File: src/rtl/cmd_frame_pkg.sv
// rtl/cmd_frame_pkg.sv - shared constants, state encoding and request decode for the command frame parser
package cmd_frame_pkg;

  localparam logic [7:0] SYNC_DEFAULT = 8'hA5;
  localparam int         REQ_W        = 11;

  localparam logic [7:0] CMD_WRITE_ONLY         = 8'h00;
  localparam logic [7:0] CMD_POWERON            = 8'h01;
  localparam logic [7:0] CMD_POWEROFF           = 8'h02;
  localparam logic [7:0] CMD_UP                 = 8'h03;
  localparam logic [7:0] CMD_DOWN               = 8'h04;
  localparam logic [7:0] CMD_SHAKE_BF_PASS      = 8'h05;
  localparam logic [7:0] CMD_SHAKE_BT_PASS      = 8'h06;
  localparam logic [7:0] CMD_PRINT              = 8'h07;
  localparam logic [7:0] CMD_FILL_ZEROS         = 8'h08;
  localparam logic [7:0] CMD_FILL_ONES          = 8'h09;
  localparam logic [7:0] CMD_SHAKE_BF_PASS_UP   = 8'h0A;
  localparam logic [7:0] CMD_SHAKE_BF_PASS_DOWN = 8'h0B;
  localparam logic [7:0] CMD_MAX                = 8'h0B;

  typedef enum logic [2:0] {
    ST_IDLE,
    ST_CMD,
    ST_LEN,
    ST_PAYLOAD,
    ST_CHK,
    ST_REPLAY,
    ST_FIRE
  } state_e;

  // CMD n maps to request bit n-1; write-only and out-of-range codes map to no request.
  function automatic logic [REQ_W-1:0] cmd_to_req(input logic [7:0] cmd);
    logic [REQ_W-1:0] r;
    r = '0;
    for (int i = 0; i < REQ_W; i++) begin
      if (cmd == 8'(i + 1)) r[i] = 1'b1;
    end
    return r;
  endfunction

endpackage

File: src/rtl/cmd_payload_buf.sv
// rtl/cmd_payload_buf.sv - payload byte store with write pointer and pair-wise read index
module cmd_payload_buf #(
  parameter int MAX_PAIRS = 16
) (
  input  logic                               clk,
  input  logic                               rst,
  input  logic                               clr_i,
  input  logic                               wr_en_i,
  input  logic [7:0]                         wr_data_i,
  input  logic                               rd_adv_i,
  output logic [$clog2(2*MAX_PAIRS+1)-1:0]   wr_cnt_o,
  output logic [$clog2(MAX_PAIRS+1)-1:0]     rd_idx_o,
  output logic [7:0]                         rd_addr_o,
  output logic [7:0]                         rd_data_o
);

  localparam int DEPTH = 2 * MAX_PAIRS;
  localparam int AW    = $clog2(DEPTH);
  localparam int PW    = $clog2(DEPTH + 1);
  localparam int RW    = $clog2(MAX_PAIRS + 1);

  logic [7:0]    mem_q [DEPTH];
  logic [PW-1:0] wr_ptr_q;
  logic [RW-1:0] rd_idx_q;
  logic [AW-1:0] ra_lo;
  logic [AW-1:0] ra_hi;

  always_ff @(posedge clk) begin
    if (rst || clr_i) begin
      wr_ptr_q <= '0;
    end else if (wr_en_i && (int'(wr_ptr_q) < DEPTH)) begin
      wr_ptr_q <= wr_ptr_q + 1'b1;
    end
  end

  // Storage is not reset: only bytes written since the last clear are ever read.
  always_ff @(posedge clk) begin
    if (wr_en_i && (int'(wr_ptr_q) < DEPTH)) begin
      mem_q[AW'(wr_ptr_q)] <= wr_data_i;
    end
  end

  always_ff @(posedge clk) begin
    if (rst || clr_i) begin
      rd_idx_q <= '0;
    end else if (rd_adv_i) begin
      rd_idx_q <= rd_idx_q + 1'b1;
    end
  end

  assign ra_lo     = AW'({rd_idx_q, 1'b0});
  assign ra_hi     = ra_lo | AW'(1);
  assign rd_addr_o = mem_q[ra_lo];
  assign rd_data_o = mem_q[ra_hi];
  assign wr_cnt_o  = wr_ptr_q;
  assign rd_idx_o  = rd_idx_q;

endmodule

File: src/rtl/cmd_frame_parser.sv
// rtl/cmd_frame_parser.sv - framed command parser replaying checked register writes; optional CMD_TIMEOUT_EN
module cmd_frame_parser
  import cmd_frame_pkg::*;
#(
  parameter int         MAX_PAIRS   = 16,
  parameter logic [7:0] SYNC_BYTE   = SYNC_DEFAULT,
  parameter int         TIMEOUT_CYC = 100000
) (
  input  logic             clk,
  input  logic             rst,
  input  logic [7:0]       rx_data,
  input  logic             rx_valid,
  output logic             rx_ready,
  output logic [7:0]       w_addr_o,
  output logic             w_wren_o,
  output logic [7:0]       w_data_o,
  output logic [REQ_W-1:0] req_o,
  output logic             frame_ok,
  output logic             frame_err,
  output logic [7:0]       err_cnt
);

  localparam int DEPTH = 2 * MAX_PAIRS;
  localparam int PW    = $clog2(DEPTH + 1);
  localparam int RW    = $clog2(MAX_PAIRS + 1);

  state_e           state_q, state_d;
  logic [7:0]       cmd_q, cmd_d;
  logic [7:0]       len_q, len_d;
  logic [7:0]       chk_q, chk_d;
  logic [7:0]       w_addr_q, w_addr_d;
  logic [7:0]       w_data_q, w_data_d;
  logic             w_wren_q, w_wren_d;
  logic [REQ_W-1:0] req_q, req_d;
  logic             ok_q, ok_d;
  logic             err_q, err_d;
  logic [7:0]       err_cnt_q, err_cnt_d;

  logic             accept;
  logic             tmo_hit;
  logic             buf_clr;
  logic             buf_wr;
  logic             buf_rd_adv;
  logic [PW-1:0]    buf_wr_cnt;
  logic [RW-1:0]    buf_rd_idx;
  logic [7:0]       buf_rd_addr;
  logic [7:0]       buf_rd_data;

  assign rx_ready = !rst && (state_q != ST_REPLAY) && (state_q != ST_FIRE);
  assign accept   = rx_valid && rx_ready;

  cmd_payload_buf #(
    .MAX_PAIRS (MAX_PAIRS)
  ) u_buf (
    .clk       (clk),
    .rst       (rst),
    .clr_i     (buf_clr),
    .wr_en_i   (buf_wr),
    .wr_data_i (rx_data),
    .rd_adv_i  (buf_rd_adv),
    .wr_cnt_o  (buf_wr_cnt),
    .rd_idx_o  (buf_rd_idx),
    .rd_addr_o (buf_rd_addr),
    .rd_data_o (buf_rd_data)
  );

`ifdef CMD_TIMEOUT_EN
  logic [31:0] tmo_q;
  logic        in_frame;

  assign in_frame = (state_q == ST_CMD) || (state_q == ST_LEN) ||
                    (state_q == ST_PAYLOAD) || (state_q == ST_CHK);
  assign tmo_hit  = in_frame && !accept && (tmo_q == 32'(TIMEOUT_CYC - 1));

  always_ff @(posedge clk) begin
    if (rst || accept || !in_frame || tmo_hit) begin
      tmo_q <= '0;
    end else begin
      tmo_q <= tmo_q + 32'd1;
    end
  end
`else
  logic tmo_unused;
  assign tmo_unused = (TIMEOUT_CYC == 0);
  assign tmo_hit    = 1'b0;
`endif

  always_comb begin
    state_d    = state_q;
    cmd_d      = cmd_q;
    len_d      = len_q;
    chk_d      = chk_q;
    w_addr_d   = '0;
    w_data_d   = '0;
    w_wren_d   = 1'b0;
    req_d      = '0;
    ok_d       = 1'b0;
    err_d      = 1'b0;
    buf_clr    = 1'b0;
    buf_wr     = 1'b0;
    buf_rd_adv = 1'b0;

    case (state_q)
      ST_IDLE: begin
        if (accept && (rx_data == SYNC_BYTE)) begin
          buf_clr = 1'b1;
          state_d = ST_CMD;
        end
      end
      ST_CMD: begin
        if (accept) begin
          if (rx_data > CMD_MAX) begin
            err_d   = 1'b1;
            state_d = ST_IDLE;
          end else begin
            cmd_d   = rx_data;
            chk_d   = rx_data;
            state_d = ST_LEN;
          end
        end
      end
      ST_LEN: begin
        if (accept) begin
          len_d = rx_data;
          chk_d = chk_q ^ rx_data;
          if (rx_data[0] || (int'(rx_data) > DEPTH)) begin
            err_d   = 1'b1;
            state_d = ST_IDLE;
          end else if (rx_data == 8'd0) begin
            state_d = ST_CHK;
          end else begin
            state_d = ST_PAYLOAD;
          end
        end
      end
      ST_PAYLOAD: begin
        if (accept) begin
          buf_wr = 1'b1;
          chk_d  = chk_q ^ rx_data;
          if (int'(buf_wr_cnt) + 1 == int'(len_q)) state_d = ST_CHK;
        end
      end
      ST_CHK: begin
        if (accept) begin
          if (rx_data != chk_q) begin
            err_d   = 1'b1;
            state_d = ST_IDLE;
          end else if (len_q == 8'd0) begin
            req_d   = cmd_to_req(cmd_q);
            ok_d    = 1'b1;
            state_d = ST_FIRE;
          end else begin
            // Pair 0 is loaded here so it appears the cycle right after the checksum byte.
            w_wren_d   = 1'b1;
            w_addr_d   = buf_rd_addr;
            w_data_d   = buf_rd_data;
            buf_rd_adv = 1'b1;
            state_d    = ST_REPLAY;
          end
        end
      end
      ST_REPLAY: begin
        if (int'(buf_rd_idx) == int'(len_q >> 1)) begin
          req_d   = cmd_to_req(cmd_q);
          ok_d    = 1'b1;
          state_d = ST_FIRE;
        end else begin
          w_wren_d   = 1'b1;
          w_addr_d   = buf_rd_addr;
          w_data_d   = buf_rd_data;
          buf_rd_adv = 1'b1;
        end
      end
      ST_FIRE: begin
        state_d = ST_IDLE;
      end
      default: begin
        state_d = ST_IDLE;
      end
    endcase

    if (tmo_hit) begin
      err_d   = 1'b1;
      state_d = ST_IDLE;
    end

    err_cnt_d = (err_d && (err_cnt_q != 8'hFF)) ? err_cnt_q + 8'd1 : err_cnt_q;
  end

  always_ff @(posedge clk) begin
    if (rst) begin
      state_q   <= ST_IDLE;
      cmd_q     <= '0;
      len_q     <= '0;
      chk_q     <= '0;
      w_addr_q  <= '0;
      w_data_q  <= '0;
      w_wren_q  <= 1'b0;
      req_q     <= '0;
      ok_q      <= 1'b0;
      err_q     <= 1'b0;
      err_cnt_q <= '0;
    end else begin
      state_q   <= state_d;
      cmd_q     <= cmd_d;
      len_q     <= len_d;
      chk_q     <= chk_d;
      w_addr_q  <= w_addr_d;
      w_data_q  <= w_data_d;
      w_wren_q  <= w_wren_d;
      req_q     <= req_d;
      ok_q      <= ok_d;
      err_q     <= err_d;
      err_cnt_q <= err_cnt_d;
    end
  end

  assign w_addr_o  = w_addr_q;
  assign w_data_o  = w_data_q;
  assign w_wren_o  = w_wren_q;
  assign req_o     = req_q;
  assign frame_ok  = ok_q;
  assign frame_err = err_q;
  assign err_cnt   = err_cnt_q;

endmodule

File: config.mk
export PLATFORM = sky130hd
export DESIGN_NAME = cmd_frame_parser
export DESIGN_NICKNAME = d
export VERILOG_FILES = /design/src/rtl/cmd_frame_pkg.sv /design/src/rtl/cmd_payload_buf.sv /design/src/rtl/cmd_frame_parser.sv
export SDC_FILE = /design/constraint.sdc
export NUM_CORES = 1
export LEC_CHECK = 0
export ABC_AREA = 1
export BUFFER_PORTS_ARGS = -buffer_cell sky130_fd_sc_hd__buf_2
export CORE_UTILIZATION = 61
export DETAILED_ROUTE_END_ITERATION = 8
export PLACE_DENSITY = 0.79
export SETUP_SLACK_MARGIN = 0.2
export SLEW_MARGIN = 15
export SYNTH_ARGS = -nofsm -noshare
export SYNTH_HDL_FRONTEND = slang
export SYNTH_HIERARCHICAL = 1
export SYNTH_SLANG_ARGS = --single-unit
File: constraint.sdc
create_clock -name clk -period 3 [get_ports clk]
set_input_delay 0.75 -clock clk [delete_from_list [all_inputs] [get_ports clk]]
set_output_delay 0.75 -clock clk [all_outputs]
set_load 0.02 [all_outputs]
; Yosys cells after proc, flatten, opt, wreduce, memory -nomap -nowiden
; Memory sizes are Yosys's and may differ from the RTL's. A register that Yosys moved wholly into a read port is not among the register bits.
; Cells that the tools add are included.
; W data, S select, Z words.
[classes]
mul = 0
magnitude_cmp = 3
n_reduce_logical = 18
addsub = 4
n_shift = 0
n_div = 0
n_eq_ne = 32
mux = 70
n_bitwise = 2
[op_table]
columns = operator, count
row1 = $mux W8, 11
row2 = $pmux W8 S2, 3
row3 = $mux W11, 4
row4 = $eq A8 B3 Y1 const B, 4
row5 = $eq A8 B4 Y1 const B, 4
row6 = $mux W1, 31
row7 = $mux W3, 10
row8 = $pmux W11 S2, 1
row9 = $mux W5, 4
row10 = $pmux W3 S6, 1
row11 = $eq A8 B2 Y1 const B, 2
row12 = $logic_not A8 Y1, 2
row13 = $ne A2 B2 Y1 const B, 8
row14 = $add A8 B1 Y8 const B, 1
row15 = $eq A7 B8 Y1, 1
row16 = $eq A8 B1 Y1 const B, 1
row17 = $eq A8 B8 Y1 const B, 1
row18 = $gt A8 B4 Y1 const B, 1
row19 = $gt A8 B6 Y1 const B, 1
row20 = $ne A8 B8 Y1, 1
row21 = $ne A8 B8 Y1 const B, 1
row22 = $xor A8 B8 Y8, 1
row23 = $add A6 B1 Y7 const B, 1
row24 = $eq A6 B7 Y1, 1
row25 = other kinds (22), 33
[word_totals]
reg_bits = 76
word_cells = 143
out_inout_bits = 39
memories = 1
romBits = 0
latch_bits = 0
mem_bits_rw = 256
input_bits = 11
[memory_table]
columns = name, depth, word_bits, rd, rd_clocked_by_memory_dff, write_ports, line
row1 = u_buf.mem_q, 32, 8, 2, 2, 1, cmd_payload_buf.sv:22  ; logic [7:0] mem_q [DEPTH];

; Depth between registers and ports, before layout
; Gate-level depths: netlist of run 1.
[logic_depth]
ltp_word = 9
mapped_depth = 14
ltp_nobuf = 14

; By module
; Netlist of run 1, hierarchy kept.
[modules_own_cells]
columns = mod, cells_per_inst, instances, area_each_um2, seq_area_each_um2
row1 = cmd_payload_buf, 1143, 1, 11718.7, 7987.7
row2 = cmd_frame_parser, 475, 1, 3256.9, 1301.2

; Worst setup path before layout of run 1
; No wires, ideal clock.
[synth_timing]
path_kind = input port to flip-flop
startpoint = input port rst
endpoint = memory u_buf.mem_q[24][0] (enable)
arrival_time_ps = 2093
path_slack_ps = 537
setup_ps = 370
cell_stages = 9
required_ps = 2630
n_path_buf = 0
cell_sequence = inv_1 -> nand3_4 -> inv_2 -> nand2_1 -> inv_1 -> nand2_1 -> inv_1 -> nand2_1 -> nor2_1
[synth_between]
elab_chain_len = 9
[synth_lines]
columns = element, line
row1 = from (decl), cmd_frame_parser.sv:10  ; input logic rst,
row2 = $logic_not A1 Y1, cmd_frame_parser.sv:49  ; assign rx_ready = !rst && (state_q != ST_REPLAY) && (state_q != ST_FIRE);
row3 = $logic_and A1 B1 Y1 (2 in series), cmd_frame_parser.sv:49
row4 = $logic_and A1 B1 Y1, cmd_frame_parser.sv:50  ; assign accept = rx_valid && rx_ready;
row5 = $mux W1, cmd_frame_parser.sv:137  ; if (accept) begin
row6 = $mux W1, cmd_frame_parser.sv:103  ; case (state_q)
row7 = named net buf_wr, cmd_frame_parser.sv:42  ; logic buf_wr;
row8 = $logic_and A1 B1 Y1, cmd_payload_buf.sv:38  ; if (wr_en_i && (int'(wr_ptr_q) < DEPTH)) begin
row9 = $mux W1, cmd_payload_buf.sv:38
row10 = $mux W1 (not written as such), cmd_payload_buf.sv:39  ; mem_q[AW'(wr_ptr_q)] <= wr_data_i;
row11 = to (decl), cmd_payload_buf.sv:22
; The timed path passes the listed nets, and every way through them passes these cells.

; Worst setup path after layout of run 1
[layout_timing]
startpoint = register state_q[1]
endpoint = memory u_buf.mem_q[23][4] (enable)
[layout_between]
elab_chain_len = 9
word_cells_on_any_way = 11
cone_classes = eq/ne: 3 / mux: 4 / reduce/logical: 4
[layout_lines]
columns = element, line
row1 = from (decl), cmd_frame_parser.sv:27  ; state_e state_q, state_d;
row2 = from (signal assigned), cmd_frame_parser.sv:204  ; state_q <= state_d;
row3 = $ne A3 B3 Y1, cmd_frame_parser.sv:49
row4 = $logic_and A1 B1 Y1 (2 in series), cmd_frame_parser.sv:49
row5 = $logic_and A1 B1 Y1, cmd_frame_parser.sv:50
row6 = $mux W1, cmd_frame_parser.sv:137
row7 = $mux W1 *, cmd_frame_parser.sv:103
row8 = named net buf_wr, cmd_frame_parser.sv:42
row9 = $logic_and A1 B1 Y1 *, cmd_payload_buf.sv:38
row10 = $mux W1 *, cmd_payload_buf.sv:38
row11 = $mux W1 (not written as such) *, cmd_payload_buf.sv:39
; Mark *: on every way through the listed nets, which the timed path passes. The rest lies on a longest branch.

==> results of run 1 <==
final cells by class:
| class | instances | area (um^2) |
|---|---|---|
| Clock inverter | 16 | 193 |
| Clock buffer | 47 | 1000 |
| Antenna cell | 1 | 2.50 |
| Tap cell | 319 | 399 |
| Fill cell | 1664 | 6890 |
| Timing Repair Buffer | 99 | 658 |
| Inverter | 282 | 1060 |
| Multi-Input combinational cell | 941 | 4260 |
| Sequential cell | 336 | 9290 |
flip-flops by register name (all words and copies together), names as in the netlist, named ones only:
name / cells
u_buf/mem_q: 256
u_buf/wr_cnt_o: 6
frame_err: 1
frame_ok: 1
chk_q: 8
cmd_q: 8
state_q: 3
len_q: 8
w_wren_o: 1
req_o: 11
u_buf/rd_idx_o: 5
err_cnt: 8
w_data_o: 8
w_addr_o: 8
metal layers:
layer	GRT usage	part of all wire
met2	0.491	0.49
met5	0	0
met1	0.380	0.39
met3	0.0468	0.090
met4	0.132	0.036
per-stage QoR:
step / util / instance area [um^2] / total power, mW / hold slack, ns / setup WS, ns
after global placement: 0.660 / 15700 / 5.25 / 0.429 / 0.242
after CTS: 0.710 / 16900 / 9.64 / 0.446 / 0.545
after global routing: 0.710 / 16900 / 9.85 / 0.455 / 0.396
final: 0.710 / 16900 / 9.60 / 0.442 / 0.498
after floorplan: - / 15000 / 5.14 / 0.419 / 0.537
after detailed placement: 0.660 / 15700 / 5.26 / 0.436 / 0.192
how the worst max path moves through the flow:
stage	endpoint	start	slack, ns
floorplan	u_buf/mem_q[24][0]	rst	0.54
global placement	u_buf/mem_q[31][6]	rst	0.24
detailed placement	u_buf/mem_q[31][1]	rst	0.19
CTS	rx_ready	rst	0.55
global route	u_buf/mem_q[23][3]	state_q[1]	0.40
finish	u_buf/mem_q[23][4]	state_q[1]	0.50
power groups by stage:
stage	combinational [mW]	sequential, mW	clock [mW]
after floorplan	0.0456	5.10	0
after CTS	0.163	5.00	4.48
final	0.163	5.00	4.45
after global placement	0.160	5.09	0
after detailed placement	0.162	5.10	0
after global routing	0.175	4.99	4.68
cells in the final DEF (no fill, tap or decap), types with 30 or more instances in the layout:
| cell | instances |
|---|---|
| a21oi_1 | 33 |
| buf_2 | 49 |
| buf_4 | 47 |
| clkbuf_16 | 35 |
| dfxtp_1 | 78 |
| edfxtp_1 | 256 |
| inv_1 | 270 |
| nand2_1 | 468 |
| nand3_1 | 219 |
| nor2_1 | 111 |
| o21ai_0 | 30 |
kinds of logic (layout without fill, tap and decap cells):
kind of cell,after synthesis,after routing
DFF,336,336
xor gates and xnor gates,12,12
AOI/OAI and AO/OA,72,72
other,0,1
buffers and inverters,341,444
adders and majority gates,8,8
and+or+nand+nor,849,849
tightest hold or removal path, delay by kind of cell (launching register included):
kind | cells | cell delay (ns)
DFF | 1 | 0.30
and+or+nand+nor | 2 | 0.10
cell usage after synthesis (3+ instances only):
master      n  area share
nand2_1   468        0.12
inv_1     270       0.068
edfxtp_1  256        0.51
nand3_1   219       0.073
nor2_1    111       0.028
dfxtp_1    80        0.11
a21oi_1    33       0.011
o21ai_0    30       0.010
buf_4      21       0.011
buf_2      18      0.0060
clkbuf_1   12      0.0030
inv_2      11      0.0028
nand4_1    11      0.0046
nor2_4     11      0.0083
nor3_1     11      0.0037
ha_1        8      0.0067
xnor2_1     6      0.0035
xor2_1      6      0.0035
nor2_2      5      0.0021
o21ai_1     5      0.0017
buf_6       4      0.0030
buf_1       3     0.00075
nand2_2     3      0.0013
==> flow_summary_export.csv, run 1 <==
group,metric,value,unit
status,outcome,"completed",
worst_setup_path,worstSetupPathType,"reg2reg",
clocking,cts_sinks,336,
timing,fin_crit_sh,0.834,
timing,setup_tns,0,ns
logic_synthesis,synth-simple-area-share,0.245,
power,p_per_area,569,nW/um^2
layout,drive_above_1_share,0.115,
timing,fmax,400,MHz
logic_synthesis,synth-async-reset-ratio,0,
logic_synthesis,ys.flop_type,"edfxtp_1",
floorplanning,fp.dieW,159,um
clocking,clock_latency,0.53,ns
logic_synthesis,synth_cells,1618,
worst_setup_path,slowest_stage,"dfxtp_1",
timing,worstMarginPinSlew,1.22,ns
power,switching_power,1.88,mW
routing,drc,0,
worst_setup_path,crit_required,3.23,ns
placed_design,dp.cells,1977,
floorplanning,io_pins,50,
layout,area_growth_syn_to_layout,12.6,%
worst_setup_path,r2r-start,"state_q[1]",
routing,drtAntennaViolNets,0,
worst_setup_path,arrival,2.73,ns
routing,drt-total-wl,35.4,mm
worst_setup_path,critPathBufInv,4,
floorplanning,die_h,159,um
global_route,grt_max_degree,129,
floorplanning,rows,56,
power,p_leak,7.39,nW
clocking,cts_resized,0,
floorplanning,coreArea,23800,um^2
routing,first_pass_iters,6,
logic_synthesis,synth_edf_count,256,
worst_setup_path,cp.depth,12,
logic_synthesis,synthDistinctLibCells,36,
routing,vias,11100,
logic_synthesis,synth_seq_cells,336,
worst_setup_path,rr_worst_depth,12,
clocking,h-tree-depth,2,
timing,hold_viol_final,0,
layout,final_cells,2041,
logic_synthesis,synth.avg_cell_area,9.26,um^2
run,cap_violations,0,
routing,routedWlPerCell,17.4,um
power,p_int,7.72,mW
logic_synthesis,synthMuxAreaShare,0,
power,netSwitchingFraction,0.196,
timing,slew_headroom,0.184,
global_route,grtUsageTotal,0.294,
worst_setup_path,cp-start-kind,"register",
logic_synthesis,yosys.area_share.adder,0.00668,
min_path,hold_class,"reg2reg",
timing,rsz0062_at_grt,"false",
worst_setup_path,slowest_delay,0.36,ns
power,pwr-share-comb,0.017,
timing,skew,0.0186,ns
logic_synthesis,ys_seq_area_frac,0.620,
timing,setup_viol,0,
min_path,hold_start,"cmd_q[7]",
floorplanning,start_util,0.630,
clocking,postCtsHoldBufs,0,
worst_setup_path,regToRegSetupSlack,0.50,ns
timing,slew_violations,0,
routing,drt-initial-drc-count,1406,
logic_synthesis,synth_area,15000,um^2
clocking,cts_setup_buffers,0,
layout,layout.nets,1714,
logic_synthesis,synth_compound_area_frac,0.0255,
power,max-vdd-ir-drop,0.000677,V
global_route,gr-total-overflow,0,
power,pwr-share-clk,0.463,
floorplanning,die_area,25200,um^2
global_route,first_global_vias,10500,
clocking,cts_tree,"built",
placed_design,dp_hpwl,22.0,mm
logic_synthesis,ys_warn_count,6,
min_path,whs_path_depth,2,
clocking,clk_pin_slew,0.06,ns
clocking,cts_root_buf,"clkbuf_16",
clocking,clock_path_buffers,3,
global_route,grt_pass1_wl,55.2,mm
routing,via_per_inst,5.45,
placed_design,place.gp.congestion,0.988,
logic_synthesis,synth_top_family_by_area,"simple AND/OR/NAND/NOR gates",
worst_setup_path,crit_family,"simple AND/OR/NAND/NOR gates",
global_route,antenna_found_initial,2,
worst_setup_path,endpoint_kind,"register",
timing,finalCriticalPeriod,2.50,ns
placed_design,io_buffers,49,
min_path,hold_path_end,"cmd_q[7]",
clocking,cts-buffers-inserted,35,
worst_setup_path,cp_max_fo,8,
worst_setup_path,crit_top_cell,"nand2_1",
worst_setup_path,timing.rr.end,"u_buf/mem_q[23][4]",
logic_synthesis,synth_xor_area_frac,0.00702,
logic_synthesis,synth_fp_nets,1637,
worst_setup_path,cp_cell_sequence,"nor2_2 > nor2_1 > nand2_2 > nand3_4 > inv_2 > nand2_1 > inv_1 > nand2_1 > inv_1 > nand2_1 > nor2_1 > buf_4",
power,seqPwrFrac,0.520,
(Power assumes the default switching activity.)
==> run 2: changes to the inputs <==
Settings changed: ABC_AREA 1 to 0.
Clock period 3 ns to 2.4 ns, I/O delays scaled along.
==> run 2 against run 1 <==
  * Clock skew fell by 0.0019 ns
  * Worst hold slack got worse by 0.13 ns
  * Global-route usage fell by 1.9 points
  * Sequential power rose by 25%
  * Power rose by 21%
  * Cell area fell by 7.8%
  * Routed wire length fell by 17%
  * Critical endpoint is now w_data_o[4]
  * Largest power group unchanged
  * Critical path type is now in2reg
  * Synthesized cell count fell by 49%
  * Via count fell by 30%
  * Critical path depth fell by 4
  * Sequential cell count did not move
==> flow_summary_export.csv, run 2 <==
group,metric,value,unit
floorplanning,rows,53,
timing,slew_violations,0,
power,p_leak,5.42,nW
routing,routedWlPerCell,23.4,um
placed_design,place.gp.congestion,0.877,
logic_synthesis,ys_seq_area_frac,0.696,
logic_synthesis,synthTopCellsByArea,"edfxtp_1 58%, dfxtp_1 12%, mux4_2 9.5%, a22oi_1 2.3%, nor2_1 2.2%",
placed_design,dp_hpwl,19.4,mm
layout,antenna_cells,0,
worst_setup_path,worstSetupPathType,"in2reg",
logic_synthesis,synth-async-reset-ratio,0,
min_path,whs_path_depth,2,
routing,drtAntennaViolNets,0,
power,p_per_area,750,nW/um^2
routing,drt-total-wl,29.3,mm
clocking,cts_tree,"built",
logic_synthesis,synthDistinctLibCells,58,
layout,drive_above_1_share,0.272,
global_route,gr-total-overflow,0,
logic_synthesis,synth_top_area_frac,0.576,
worst_setup_path,endpoint_kind,"register",
clocking,postCtsHoldBufs,0,
floorplanning,io_pins,50,
global_route,grt_pass1_wl,45.0,mm
run,cap_violations,0,
clocking,clock_latency,0.52,ns
routing,vias,7798,
timing,rsz0062_at_grt,"false",
worst_setup_path,rr_worst_depth,7,
global_route,grt.met2_usage,0.479,
timing,skew,0.0167,ns
routing,first_pass_iters,5,
floorplanning,coreArea,21200,um^2
min_path,hold_path_end,"state_q[2]",
floorplanning,start_util,0.629,
floorplanning,fp.dieW,150,um
floorplanning,die_area,22500,um^2
timing,worstMarginPinSlew,1.15,ns
routing,drt-initial-drc-count,785,
logic_synthesis,synth_seq_cells,336,
clocking,h-tree-depth,2,
timing,hold_viol_final,0,
worst_setup_path,timing.rr.end,"w_data_o[4]",
layout,area_growth_syn_to_layout,16.5,%
worst_setup_path,crit_required,2.85,ns
logic_synthesis,synth_edf_count,256,
layout,seq_area,9300,um^2
placed_design,dp.cells,1191,
clocking,cts_setup_buffers,0,
logic_synthesis,synth_cells,828,
logic_synthesis,post-synth-top-count-cell,"edfxtp_1",
routing,drc,0,
layout,largest_reg_flops,256,
logic_synthesis,ys.flop_type,"edfxtp_1",
timing,slew_headroom,0.231,
min_path,hold_class,"in2reg",
clocking,cts_resized,3,
timing,setup_viol,0,
timing,worst_slack,0.301,ns
min_path,hold_start,"rst",
power,max-vdd-ir-drop,0.000498,V
timing,finalCriticalPeriod,2.10,ns
timing,fin_crit_sh,0.875,
floorplanning,die_h,150,um
layout,final_cells,1253,
clocking,clk_pin_slew,0.06,ns
status,outcome,"completed",
timing,fmax,476,MHz
layout,multi_input_area,3840,um^2
global_route,grt.met1_usage,0.359,
layout,mostFrequentLayoutCell,"edfxtp_1",
logic_synthesis,synth_top_cell_by_area,"edfxtp_1",
global_route,grtUsageTotal,0.275,
logic_synthesis,synth_area,13300,um^2
clocking,clock_path_buffers,3,
clocking,cts-buffers-inserted,34,
worst_setup_path,cp_max_fo,17,
placed_design,place_ws,-0.152,ns
worst_setup_path,regToRegSetupSlack,0.30,ns
worst_setup_path,arrival,2.55,ns
worst_setup_path,r2r-start,"chk_q[1]",
logic_synthesis,ys_warn_count,6,
global_route,busiest_layer,"met2",
layout,layout_common_cells,"256 x edfxtp_1, 78 x nor2_1, 74 x dfxtp_1, 74 x buf_4, 56 x mux4_2",
global_route,grt_max_degree,35,
layout,largest-register,"u_buf/mem_q",
global_route,antenna_found_initial,1,
layout,layout.nets,971,
logic_synthesis,synth_fp_nets,847,
clocking,cts_root_buf,"clkbuf_16",
layout,fillers,1258,
routing,via_per_inst,6.22,
logic_synthesis,synth_common_cells,"256 x edfxtp_1, 80 x dfxtp_1, 79 x nor2_1",
global_route,grt_use_met3,0.0405,
placed_design,io_buffers,49,
logic_synthesis,synth.avg_cell_area,16.1,um^2
worst_setup_path,cp-start-kind,"input port",
clocking,cts_sinks,336,
global_route,first_global_vias,7864,
[run 2: cell count changes after synthesis, moves of 18 or more]
cell | previous run | this run
a22oi_1 | 0 | 40
and2_1 | 0 | 18
nor2_1 | 111 | 79
nand3_1 | 219 | 14
a21oi_1 | 33 | 12
nand2_1 | 468 | 54
inv_1 | 270 | 5
mux4_2 | 0 | 56
[run 2: worst max path at each step]
stage | cells past startpoint | from | slack, ns | endpoint
2_1_floorplan | 6 | rst | 0.21 | u_buf/mem_q[10][0]
3_3_place_gp | 9 | rx_data[1] | -0.08 | register
3_5_place_dp | 9 | rx_data[1] | -0.15 | u_buf/rd_idx_o[3]
4_1_cts | 7 | state_q[2] | 0.28 | u_buf/mem_q[18][7]
5_1_grt | 5 | register | 0.21 | w_addr_o[1]
6_report | 8 | rx_data[1] | 0.30 | w_data_o[4]
[run 2: final cells by class]
| class | instances | area share |
|---|---|---|
| inverters | 5 | 0.00121 |
| multi-input cells | 446 | 0.247 |
| clock buffers | 48 | 0.0616 |
| repair buffers | 129 | 0.0592 |
| well taps | 275 | 0.0221 |
| clock inverters | 14 | 0.0105 |
| flip-flops and latches | 336 | 0.598 |
[run 2: where the power goes]
part,leakage (nW),internal [mW],switching (mW)
sequential,2.95,6.24,0.000146
combinational,1.92,0.0427,0.129
clock,0.552,3.13,2.12
[run 2: per-stage QoR]
step                setup TNS, ns  area [um^2]  hold WS (ns)   util  power, mW
finish                          0        15500         0.316  0.732       11.7
detailed placement          -9.00        14400         0.465  0.679       6.53
global route                    0        15500         0.310  0.732       12.0
global placement            -1.44        14400         0.457  0.679       6.52
CTS                             0        15500         0.297  0.732       11.7
floorplan                       0        13300         0.443      -       6.41
[run 2: cell families after synthesis]
logic type               Yosys count  synth area share
AND/OR/NAND/NOR                  231            0.0863
adder cells (fa/ha/maj)            8           0.00750
XOR/XNOR                          28            0.0184
multiplexers                      80             0.122
AO/OA/AOI/OAI                     99            0.0521
flip-flops                       336             0.696
buffers and inverters             46            0.0174
[run 2: worst max-delay path, stage by stage]
cell      delay, ns
buf_2          0.29
xor2_1         0.13
nor4_2         0.50
and2_1         0.22
nand3b_1       0.12
a21oi_2        0.34
buf_12         0.19
and2_1         0.15
[run 2: per-layer routing]
layer / routed length [um] / share of wire / vias up
met2: 15000 / 0.51 / 389
met5: 9 / 0.00031 / -
met1: 11300 / 0.39 / 3896
met3: 2260 / 0.077 / 57
li1: - / - / 3454
met4: 721 / 0.025 / 2
